===== src/rtl/nb_sign_pkg.sv =====
// Shared definitions for the sign-manipulation unit: transaction mode encodings.
package nb_sign_pkg;

  localparam logic [1:0] MODE_PASS = 2'b00;
  localparam logic [1:0] MODE_NEG  = 2'b01;
  localparam logic [1:0] MODE_ABS  = 2'b10;
  localparam logic [1:0] MODE_CNEG = 2'b11;

endpackage : nb_sign_pkg


===== src/rtl/nb_sign_lane.sv =====
// One N-bit lane: optional two's-complement negation with most-negative detection.
module nb_sign_lane #(
  parameter int unsigned N   = 16,
  parameter int unsigned SAT = 1
) (
  input  logic [N-1:0] i_x,
  input  logic         i_neg,
  output logic [N-1:0] o_r,
  output logic         o_ovf
);

  localparam logic [N-1:0] MinVal = {1'b1, {(N-1){1'b0}}};
  localparam logic [N-1:0] MaxVal = {1'b0, {(N-1){1'b1}}};

  logic         w_is_min;
  logic [N-1:0] w_negated;

  assign w_is_min  = (i_x == MinVal);
  assign w_negated = ~i_x + {{(N-1){1'b0}}, 1'b1};

  // Select pass or negate; negating MIN is the only overflow case.
  always_comb begin
    o_r   = i_x;
    o_ovf = 1'b0;
    if (i_neg) begin
      if (w_is_min) begin
        o_ovf = 1'b1;
        o_r   = (SAT != 0) ? MaxVal : MinVal;
      end else begin
        o_r = w_negated;
      end
    end
  end

endmodule : nb_sign_lane


===== src/rtl/nb_sign_unit.sv =====
// Multi-lane sign unit: per-lane negate/abs with a 1-deep valid/ready output register
// and a saturating count of transactions that overflowed.
module nb_sign_unit
  import nb_sign_pkg::*;
#(
  parameter int unsigned N     = 16,
  parameter int unsigned LANES = 2,
  parameter int unsigned SAT   = 1,
  parameter int unsigned CNT_W = 8
) (
  input  logic                 clk,
  input  logic                 rst_n,
  input  logic                 in_valid,
  output logic                 in_ready,
  input  logic [1:0]           in_mode,
  input  logic [LANES-1:0]     in_neg,
  input  logic [N*LANES-1:0]   in_data,
  output logic                 out_valid,
  input  logic                 out_ready,
  output logic [N*LANES-1:0]   out_data,
  output logic [LANES-1:0]     out_ovf,
  output logic [CNT_W-1:0]     ovf_count,
  input  logic                 cnt_clr
);

  logic                 r_out_valid;
  logic [N*LANES-1:0]   r_out_data;
  logic [LANES-1:0]     r_out_ovf;
  logic [CNT_W-1:0]     r_cnt;

  logic                 w_fire;
  logic                 w_xfer;
  logic [LANES-1:0]     w_neg_sel;
  logic [N*LANES-1:0]   w_res;
  logic [LANES-1:0]     w_ovf;

  assign in_ready = !r_out_valid || out_ready;
  assign w_fire   = in_valid && in_ready;
  assign w_xfer   = r_out_valid && out_ready;

  // Decode the transaction mode into a per-lane negate select.
  always_comb begin
    w_neg_sel = '0;
    for (int unsigned k = 0; k < LANES; k++) begin
      unique case (in_mode)
        MODE_PASS: w_neg_sel[k] = 1'b0;
        MODE_NEG:  w_neg_sel[k] = 1'b1;
        MODE_ABS:  w_neg_sel[k] = in_data[k*N + N - 1];
        MODE_CNEG: w_neg_sel[k] = in_neg[k];
      endcase
    end
  end

  for (genvar g = 0; g < LANES; g++) begin : g_lane
    nb_sign_lane #(
      .N   (N),
      .SAT (SAT)
    ) u_lane (
      .i_x   (in_data[g*N +: N]),
      .i_neg (w_neg_sel[g]),
      .o_r   (w_res[g*N +: N]),
      .o_ovf (w_ovf[g])
    );
  end

  // Output register: load on fire, drop valid on transfer, otherwise hold.
  always_ff @(posedge clk or negedge rst_n) begin
    if (!rst_n) begin
      r_out_valid <= 1'b0;
      r_out_data  <= '0;
      r_out_ovf   <= '0;
    end else if (w_fire) begin
      r_out_valid <= 1'b1;
      r_out_data  <= w_res;
      r_out_ovf   <= w_ovf;
    end else if (w_xfer) begin
      r_out_valid <= 1'b0;
    end
  end

  // Overflow event counter; clear wins over a same-cycle increment.
  always_ff @(posedge clk or negedge rst_n) begin
    if (!rst_n) begin
      r_cnt <= '0;
    end else if (cnt_clr) begin
      r_cnt <= '0;
    end else if (w_fire && (|w_ovf) && !(&r_cnt)) begin
      r_cnt <= r_cnt + CNT_W'(1);
    end
  end

  assign out_valid = r_out_valid;
  assign out_data  = r_out_data;
  assign out_ovf   = r_out_ovf;
  assign ovf_count = r_cnt;

endmodule : nb_sign_unit

===== config.mk =====
export PLATFORM = sky130hd
export DESIGN_NAME = nb_sign_unit
export DESIGN_NICKNAME = d
export VERILOG_FILES = /design/src/rtl/nb_sign_pkg.sv /design/src/rtl/nb_sign_lane.sv /design/src/rtl/nb_sign_unit.sv
export SDC_FILE = /design/constraint.sdc
export NUM_CORES = 1
export LEC_CHECK = 0
export BUFFER_PORTS_ARGS = -buffer_cell sky130_fd_sc_hd__buf_2
export CAP_MARGIN = 20
export CORE_ASPECT_RATIO = 0.75
export CORE_MARGIN = 2
export CORE_UTILIZATION = 30
export CTS_CLUSTER_DIAMETER = 60
export DETAILED_ROUTE_END_ITERATION = 10
export SYNTH_ARGS = -nofsm -noshare
export SYNTH_HDL_FRONTEND = slang
export SYNTH_SLANG_ARGS = --single-unit

===== constraint.sdc =====
create_clock -name clk -period 2.76 [get_ports clk]
set_input_delay 0 -clock clk [delete_from_list [all_inputs] [get_ports clk]]
set_output_delay 0 -clock clk [all_outputs]
set_load 0.01 [all_outputs]

Yosys cells after proc, flatten, opt, wreduce, memory -nomap -nowiden. Cells that the tools add are included.

Logic and storage cells: 40. Register bits: 43.

Add/subtract/negate cells: 3. Eq/ne operators: 5. Multiplexer cells: 14. Bitwise gates (word level): 2. Reductions and logical operators: 12.

Operators with widths (number): 16-bit 2-to-1 mux (4); 16-bit by 1-bit adder with 16-bit output, second input constant (2); 16-bit == test, second input constant (2); 16-bit NOT (2); 8-bit 2-to-1 mux (2); 8-bit by 1-bit adder with 8-bit output, second input constant (1); 1-bit case mux with 4 select lines (2); 8-bit AND reduction (1); 1-bit 2-to-1 mux (6); 2-bit == test, second input constant (2); 1-bit logical AND (4); 2-bit nonzero test (2); 2-bit by 1-bit == test with 1-bit output, second input constant (1); 1-bit zero test (2); 2-bit zero test (1); 2-bit OR reduction (1); 1-bit logical OR (1).

Depth between registers and ports, before layout. Gate-level depths: netlist of the first run.

Depth after elaboration: 8. Gate-level depth with buffers: 8.

By module. A second synthesis of the first run with hierarchy kept.

Cell total of the unflattened synthesis: 274. Area, all modules: 2783.9 µm².

By module, submodules not included: nb_sign_unit (cells an instance 132, instances 1, area an instance 1843.0 µm²); nb_sign_lane (cells an instance 71, instances 2, area an instance 470.5 µm²).

Least setup slack after synthesis of the first run. Ideal clock, no wire load.

Kind: input to register. Start point: in in_data[16]. End point: reg r_cnt[2] (netlist: ovf_count[2]). Slack: 0.632 ns. Library setup time: 0.125 ns. Data required time: 2.635 ns. Arrival time: 2.004 ns. Stages: 8. Cells stage by stage: inv_1 > ha_1 > or4b_2 > and4bb_2 > o2bb2a_4 > buf_6 > nor3b_1 > mux2_2.

Word-level cells in the longest chain between the ends: 7.

RTL lines: start: declaration (RTL line nb_sign_unit.sv:17) `input logic [N*LANES-1:0] in_data,`; 16-bit == test (RTL line nb_sign_lane.sv:18) `assign w_is_min = (i_x == MinVal);`; 1-bit 2-to-1 mux (RTL line nb_sign_lane.sv:26) `if (w_is_min) begin`; 1-bit 2-to-1 mux (RTL line nb_sign_lane.sv:25) `if (i_neg) begin`; 2-bit OR reduction (RTL line nb_sign_unit.sv:87) `end else if (w_fire && (|w_ovf) && !(&r_cnt)) begin`; 1-bit logical AND (2 in series) (RTL line nb_sign_unit.sv:87); 2-bit nonzero test (no source line); end signal: assignment (RTL line nb_sign_unit.sv:88) `r_cnt <= r_cnt + CNT_W'(1);`; end: declaration (RTL line nb_sign_unit.sv:29) `logic [CNT_W-1:0] r_cnt;`.

No other way between the ends. A chain may end at the register's enable or synchronous reset.

Worst setup path after layout of the first run.
Start point: in in_data[16]. End point: reg r_cnt[5] (netlist: ovf_count[5]).

Same word-level chain as after synthesis.

==> results.ini, run 1 <==
[clock_tree]
path_clk_slew_ns = 0.08
cts.sinks = 43
insertion_delay_ns = 0.28
cts_buffers = 5
cts_setup_buffers = 0
cts_root_buf = clkbuf_8
ctsLongestPathBuffers = 2
cts_tree = built
htree_num_levels = 2

[routing]
drc = 0
via_per_inst = 5.09
ant_nets = 0
drt_iter0_drc = 75
dr.pass1.iters = 4
drt_wl_total_um = 6920
vias = 2418
wl_per_cell_um = 14.6

[yosys]
synthFlopType = dfrtp_1
ys_types = 44
yosys_warnings = 0
async_flop_share = 1.00
synth-edff-count = 0
synth-seq-area-share = 0.438
synth.ff_latch_count = 43
syn_area_sq_um = 2460
avgSynthCellArea_sq_um = 8.87
syn-num-nets = 321
synth_cells = 277

[worst_setup_path]
cp_max_fo = 13
cp_data_required_time_ns = 2.98
timing.reg2reg.setup_slack_ns = 0.65
cp_slowest_stage_delay_ns = 0.63
cp_top_family = simple AND/OR/NAND/NOR gates
slowest_stage = or4b_2
reg2regPathDepth = 6
startpoint_type = input pin
worst-path-buf-inv = 3
critical_path_class = input pin to flip-flop
worstPathCellList = dlygate4sd3_1 > buf_2 > inv_1 > ha_1 > or4b_2 > and4bb_2 > o2bb2a_4 > or4_1 > a21oi_1
worstPathArrival_ns = 2.78
cp-end-kind = flip-flop
r2r-start = ovf_count[0]
reg2reg_to = ovf_count[2]

[floorplan]
io-pin-count = 85
die-area_sq_um = 8940
core-area_sq_um = 7920
rows = 28
die_x_um = 109
start_util = 0.310
fp.dieH_um = 82.4

[pwr]
power_density_nw_per_um2 = 485
power_frac_comb = 0.270
finalPower_mw = 1.54
p_leak_nw = 1.39
net-switching-power_uw = 478
p_clk_frac = 0.241
pwr-share-seq = 0.489
internal_power_mw = 1.06
switching_share = 0.311
ir_drop_uv = 199

[sta]
fmax_mhz = 389
slew_viol_final = 0
setup_tns_ns = 0
finalClockSkew_ns = 0.00484
slew_headroom = 0.565
setup_slack_ns = 0.191
setup_viol = 0
final-hold-violation-count = 0
finalHoldWorstSlack_ns = 0.0152
rsz0062_at_grt = false
period_needed_ns = 2.57
worst_slew_pin_slew_ns = 0.646
fin_crit_sh = 0.931

[global_routing]
grt_overflow_total = 0
track_usage = 0.157
grt_max_degree = 44
grt_pass1_wl_um = 10900
grt_pass1_vias = 2260
antenna_found_initial = 0

[placement]
dp_hpwl_um = 5090
dpl_cell_area_sq_um = 2980
gp_congestion = 0.813
placed_cells = 458
port_buffers = 84
pre_cts_ws_ns = 0.455

[cells_and_area]
final_common_cell = buf_2
drive_above_1_share = 0.281
final_cell_mix = buf_2 (84), nor2_1 (52), dfrtp_1 (43), a21oi_1 (33), nand2_1 (14)
syn_to_final_growth_pct = 29.0
utilization = 0.400
fin_nets = 415
design_area_sq_um = 3170
num_antenna_cells = 0
stdcell_count = 475

[worst_hold_path]
hold_path_class = input pin to flip-flop
min_from = in_data[31]
min_delay_path_depth = 3
whs_endpoint = out_data[31]

[run_status]
status = finished clean

[job]
drv_cap = 0

-- power groups by stage --
stage / Clock, mW / Sequential (mW) / Combinational (mW)
floorplan: 0 / 0.804 / 0.178
global placement: 0 / 0.764 / 0.401
detailed placement: 0 / 0.765 / 0.406
CTS: 0.392 / 0.753 / 0.418
global route: 0.415 / 0.763 / 0.468
finish: 0.371 / 0.751 / 0.415
-- worst min-delay path, delay by kind of cell --
kind | cells | cell delay [ns]
buf+inv | 1 | 0.12
compound gates | 2 | 0.15
-- area by class of cell --
| type | count | area [sq um] |
|---|---|---|
| tap | 105 | 131 |
| timing repair buffer | 98 | 558 |
| inverter | 5 | 18.8 |
| clock buffer | 6 | 72.6 |
| fill | 845 | 4750 |
| multi-input combinational | 218 | 1310 |
| sequential | 43 | 1080 |
-- synth_stat cells (all sizes together), types with 3 or more instances --
cell | number | area share
xor2 | 10 | 0.036
or2 | 3 | 0.0076
a21oi | 33 | 0.067
ha | 3 | 0.015
o21ai | 11 | 0.022
xnor2 | 11 | 0.039
nor2 | 52 | 0.079
a311oi | 4 | 0.014
nand2 | 14 | 0.021
nor3 | 7 | 0.014
or4 | 11 | 0.037
o31ai | 9 | 0.027
nand2b | 5 | 0.013
inv | 5 | 0.0076
a31oi | 5 | 0.013
clkbuf | 10 | 0.015
nor4 | 7 | 0.018
dfrtp | 43 | 0.44
nand3 | 6 | 0.012
-- how the worst max path moves through the flow --
stage,startpoint,endpoint,cells past startpoint
final,in_data[16],ovf_count[5],9
after global routing,in_data[16],ovf_count[6],9
after floorplan,in_data[16],ovf_count[2],8
after global placement,in_data[16],ovf_count[2],8
after CTS,in_data[16],ovf_count[5],9
after detailed placement,in_data[16],ovf_count[5],8
-- cells by family after synthesis --
group / Yosys count / share of synthesized area
flip-flops: 43 / 0.438
AND/OR/NAND/NOR: 118 / 0.246
buffers and inverters: 16 / 0.0275
XOR/XNOR: 21 / 0.0748
AO/OA/AOI/OAI: 74 / 0.190
adder cells (fa/ha/maj): 3 / 0.0153
multiplexers: 2 / 0.00866
-- state kept, by name, summed over array words and instances, names as in the netlist --
name and count:
out_ovf 2, out_valid 1, out_data 32, ovf_count 8
-- metal layers --
layer  vias up  track usage  share of wire
met1      1152        0.214           0.49
met3         6       0.0400          0.061
met4         0       0.0397         0.0085
met5         -            0              0
met2        67        0.249           0.44
li1       1193            -              -
-- repair_timing --
item | 4_1_cts | 5_1_grt
hold buffers | 9 | 0
endpoints found under the hold margin | 53 | 0
gates resized for setup | 0 | 0
Note: power is estimated with default switching activity, not from simulation.
==> run 2: changes to the inputs <==
Settings changed: CELL_PAD_IN_SITES_DETAIL_PLACEMENT set to 0, CELL_PAD_IN_SITES_GLOBAL_PLACEMENT set to 1, HOLD_SLACK_MARGIN set to 0.05, PLACE_DENSITY_LB_ADDON set to 0.1.
==> results.ini, run 2 (synthesis results as in run 1) <==
[cells_and_area]
drive_above_1_share = 0.279  ; was 0.281
final_cell_mix = buf_2 (84), nor2_1 (52), dfrtp_1 (43), a21oi_1 (33), dlygate4sd3_1 (20)  ; was buf_2 (84), nor2_1 (52), dfrtp_1 (43), a21oi_1 (33), nand2_1 (14)
final_common_cell = buf_2  ; unchanged
syn_to_final_growth_pct = 34.1  ; was 29.0%
fin_nets = 426  ; was 415
largest_reg_flops = 32  ; unchanged
num_antenna_cells = 0  ; unchanged

[pwr]
p_clk_frac = 0.252  ; was 0.241
p_leak_nw = 1.44  ; was 1.39 nW
switching_share = 0.320  ; was 0.311
power_frac_comb = 0.273  ; was 0.270
internal_power_mw = 1.07  ; was 1.06 mW
power_density_nw_per_um2 = 479  ; was 485 nW/um^2
ir_drop_uv = 183  ; was 199 uV
pwr-share-seq = 0.475  ; was 0.489
net-switching-power_uw = 505  ; was 478 uW

[sta]
setup_slack_ns = 0.187  ; was 0.191 ns
rsz0062_at_grt = false  ; unchanged
slew_viol_final = 0  ; unchanged
finalClockSkew_ns = 0.00712  ; was 0.00484 ns
setup_viol = 0  ; unchanged
period_needed_ns = 2.57  ; about the same
worst_slew_pin_slew_ns = 0.945  ; was 0.646 ns
fin_crit_sh = 0.932  ; was 0.931
setup_tns_ns = 0  ; unchanged
final-hold-violation-count = 0  ; unchanged
slew_headroom = 0.370  ; was 0.565
fmax_mhz = 389  ; about the same

[clock_tree]
cts_root_buf = clkbuf_8  ; unchanged
path_clk_slew_ns = 0.08  ; about the same
cts.sinks = 43  ; unchanged
htree_num_levels = 2  ; unchanged
ctsLongestPathBuffers = 2  ; unchanged
insertion_delay_ns = 0.29  ; was 0.28 ns
cts_buffers = 5  ; unchanged
cts_tree = built  ; unchanged

[global_routing]
grt_overflow_total = 0  ; unchanged
grt_max_degree = 44  ; unchanged
track_usage = 0.160  ; was 0.157
grt_pass1_wl_um = 11200  ; was 10,900 um
antenna_found_initial = 0  ; unchanged
grt_pass1_vias = 2265  ; was 2,260

[worst_setup_path]
cp_max_fo = 13  ; unchanged
critical_path_class = input pin to flip-flop  ; unchanged
worstPathArrival_ns = 2.75  ; was 2.78 ns
cp_data_required_time_ns = 2.94  ; was 2.98 ns
cp-end-kind = flip-flop  ; unchanged
startpoint_type = input pin  ; unchanged

[floorplan]
die-area_sq_um = 8940  ; unchanged
fp.dieH_um = 82.4  ; unchanged
start_util = 0.310  ; unchanged
rows = 28  ; unchanged
die_x_um = 109  ; unchanged
core-area_sq_um = 7920  ; unchanged
io-pin-count = 85  ; unchanged

[routing]
drt_iter0_drc = 113  ; was 75
drt_wl_total_um = 7020  ; was 6920 um
dr.pass1.iters = 4  ; unchanged
via_per_inst = 4.90  ; was 5.09
drc = 0  ; unchanged
ant_nets = 0  ; unchanged
vias = 2389  ; was 2,418
wl_per_cell_um = 14.4  ; was 14.6 um

[placement]
port_buffers = 84  ; unchanged
gp_congestion = 0.766  ; was 0.813
pre_cts_ws_ns = 0.429  ; was 0.455 ns
dp_hpwl_um = 5040  ; was 5090 um

[job]
drv_cap = 0  ; unchanged

[worst_hold_path]
hold_path_class = input pin to flip-flop  ; unchanged

[run_status]
status = finished clean  ; unchanged

## run 2: final timing paths
path | startpoint | endpoint | slack (ns) | cells after the start
setup / recovery | in_data[16] | ovf_count[2] | 0.19 | 9
hold / removal | in_data[20] | out_data[20] | 0.06 | 3
setup reg to reg | out_valid | out_data[20] | 0.94 | 5
hold reg to reg | out_data[0] | out_data[0] | 0.47 | 2
max in group asynchronous | rst_n | out_data[20] | 2.06 | 3
min in group asynchronous | rst_n | ovf_count[2] | 0.20 | 2
## run 2: through the flow
| stage | utilization | area [sq um] | std cells | hold WS [ns] | power (mW) |
|---|---|---|---|---|---|
| finish | 0.416 | 3290 | 488 | 0.0590 | 1.58 |
| global route | 0.416 | 3290 | 488 | 0.0684 | 1.69 |
| CTS | 0.414 | 3270 | 487 | 0.0511 | 1.61 |
| detailed placement | 0.378 | 2990 | 459 | 0.222 | 1.17 |
| global placement | 0.378 | 2990 | 459 | 0.221 | 1.17 |
| floorplan | - | 2460 | 277 | -0.296 | 0.982 |
## run 2: power groups by stage
| stage | Combinational (mW) | Sequential (mW) | Clock, mW |
|---|---|---|---|
| 2_1_floorplan | 0.178 | 0.804 | 0 |
| 3_3_place_gp | 0.409 | 0.764 | 0 |
| 3_5_place_dp | 0.409 | 0.764 | 0 |
| 4_1_cts | 0.433 | 0.752 | 0.426 |
| 5_1_grt | 0.484 | 0.763 | 0.443 |
| 6_report | 0.430 | 0.751 | 0.398 |
## run 2: per-layer routing
metal	vias to the layer above	GRT usage	part of all wire
met4	0	0.0346	0.0043
li1	1214	-	-
met2	51	0.244	0.42
met5	-	0	0
met1	1122	0.230	0.53
met3	2	0.0377	0.048
## run 2: what timing repair did
action,in CTS,in global routing
endpoints found under the hold margin,65,0
hold buffers,20,0
buffers inserted,0,0
endpoints found under the setup margin,0,0
resized for setup,0,0
## run 2: final cells by class
class	instances	area [sq um]
clock buffer	5	68.8
timing repair buffer	109	671
fill	836	4620
tap	105	131
clock inverter	3	15.0
sequential	43	1080
multi-input combinational	218	1310
inverter	5	18.8
## run 2: worst max-delay path, cell delays in order
cell and delay (ns):
dlygate4sd3_1 0.53, buf_2 0.13, inv_1 0.07, ha_1 0.21, or4b_2 0.61, and4bb_2 0.37
o2bb2a_4 0.22, nor3b_1 0.25, mux2_2 0.36
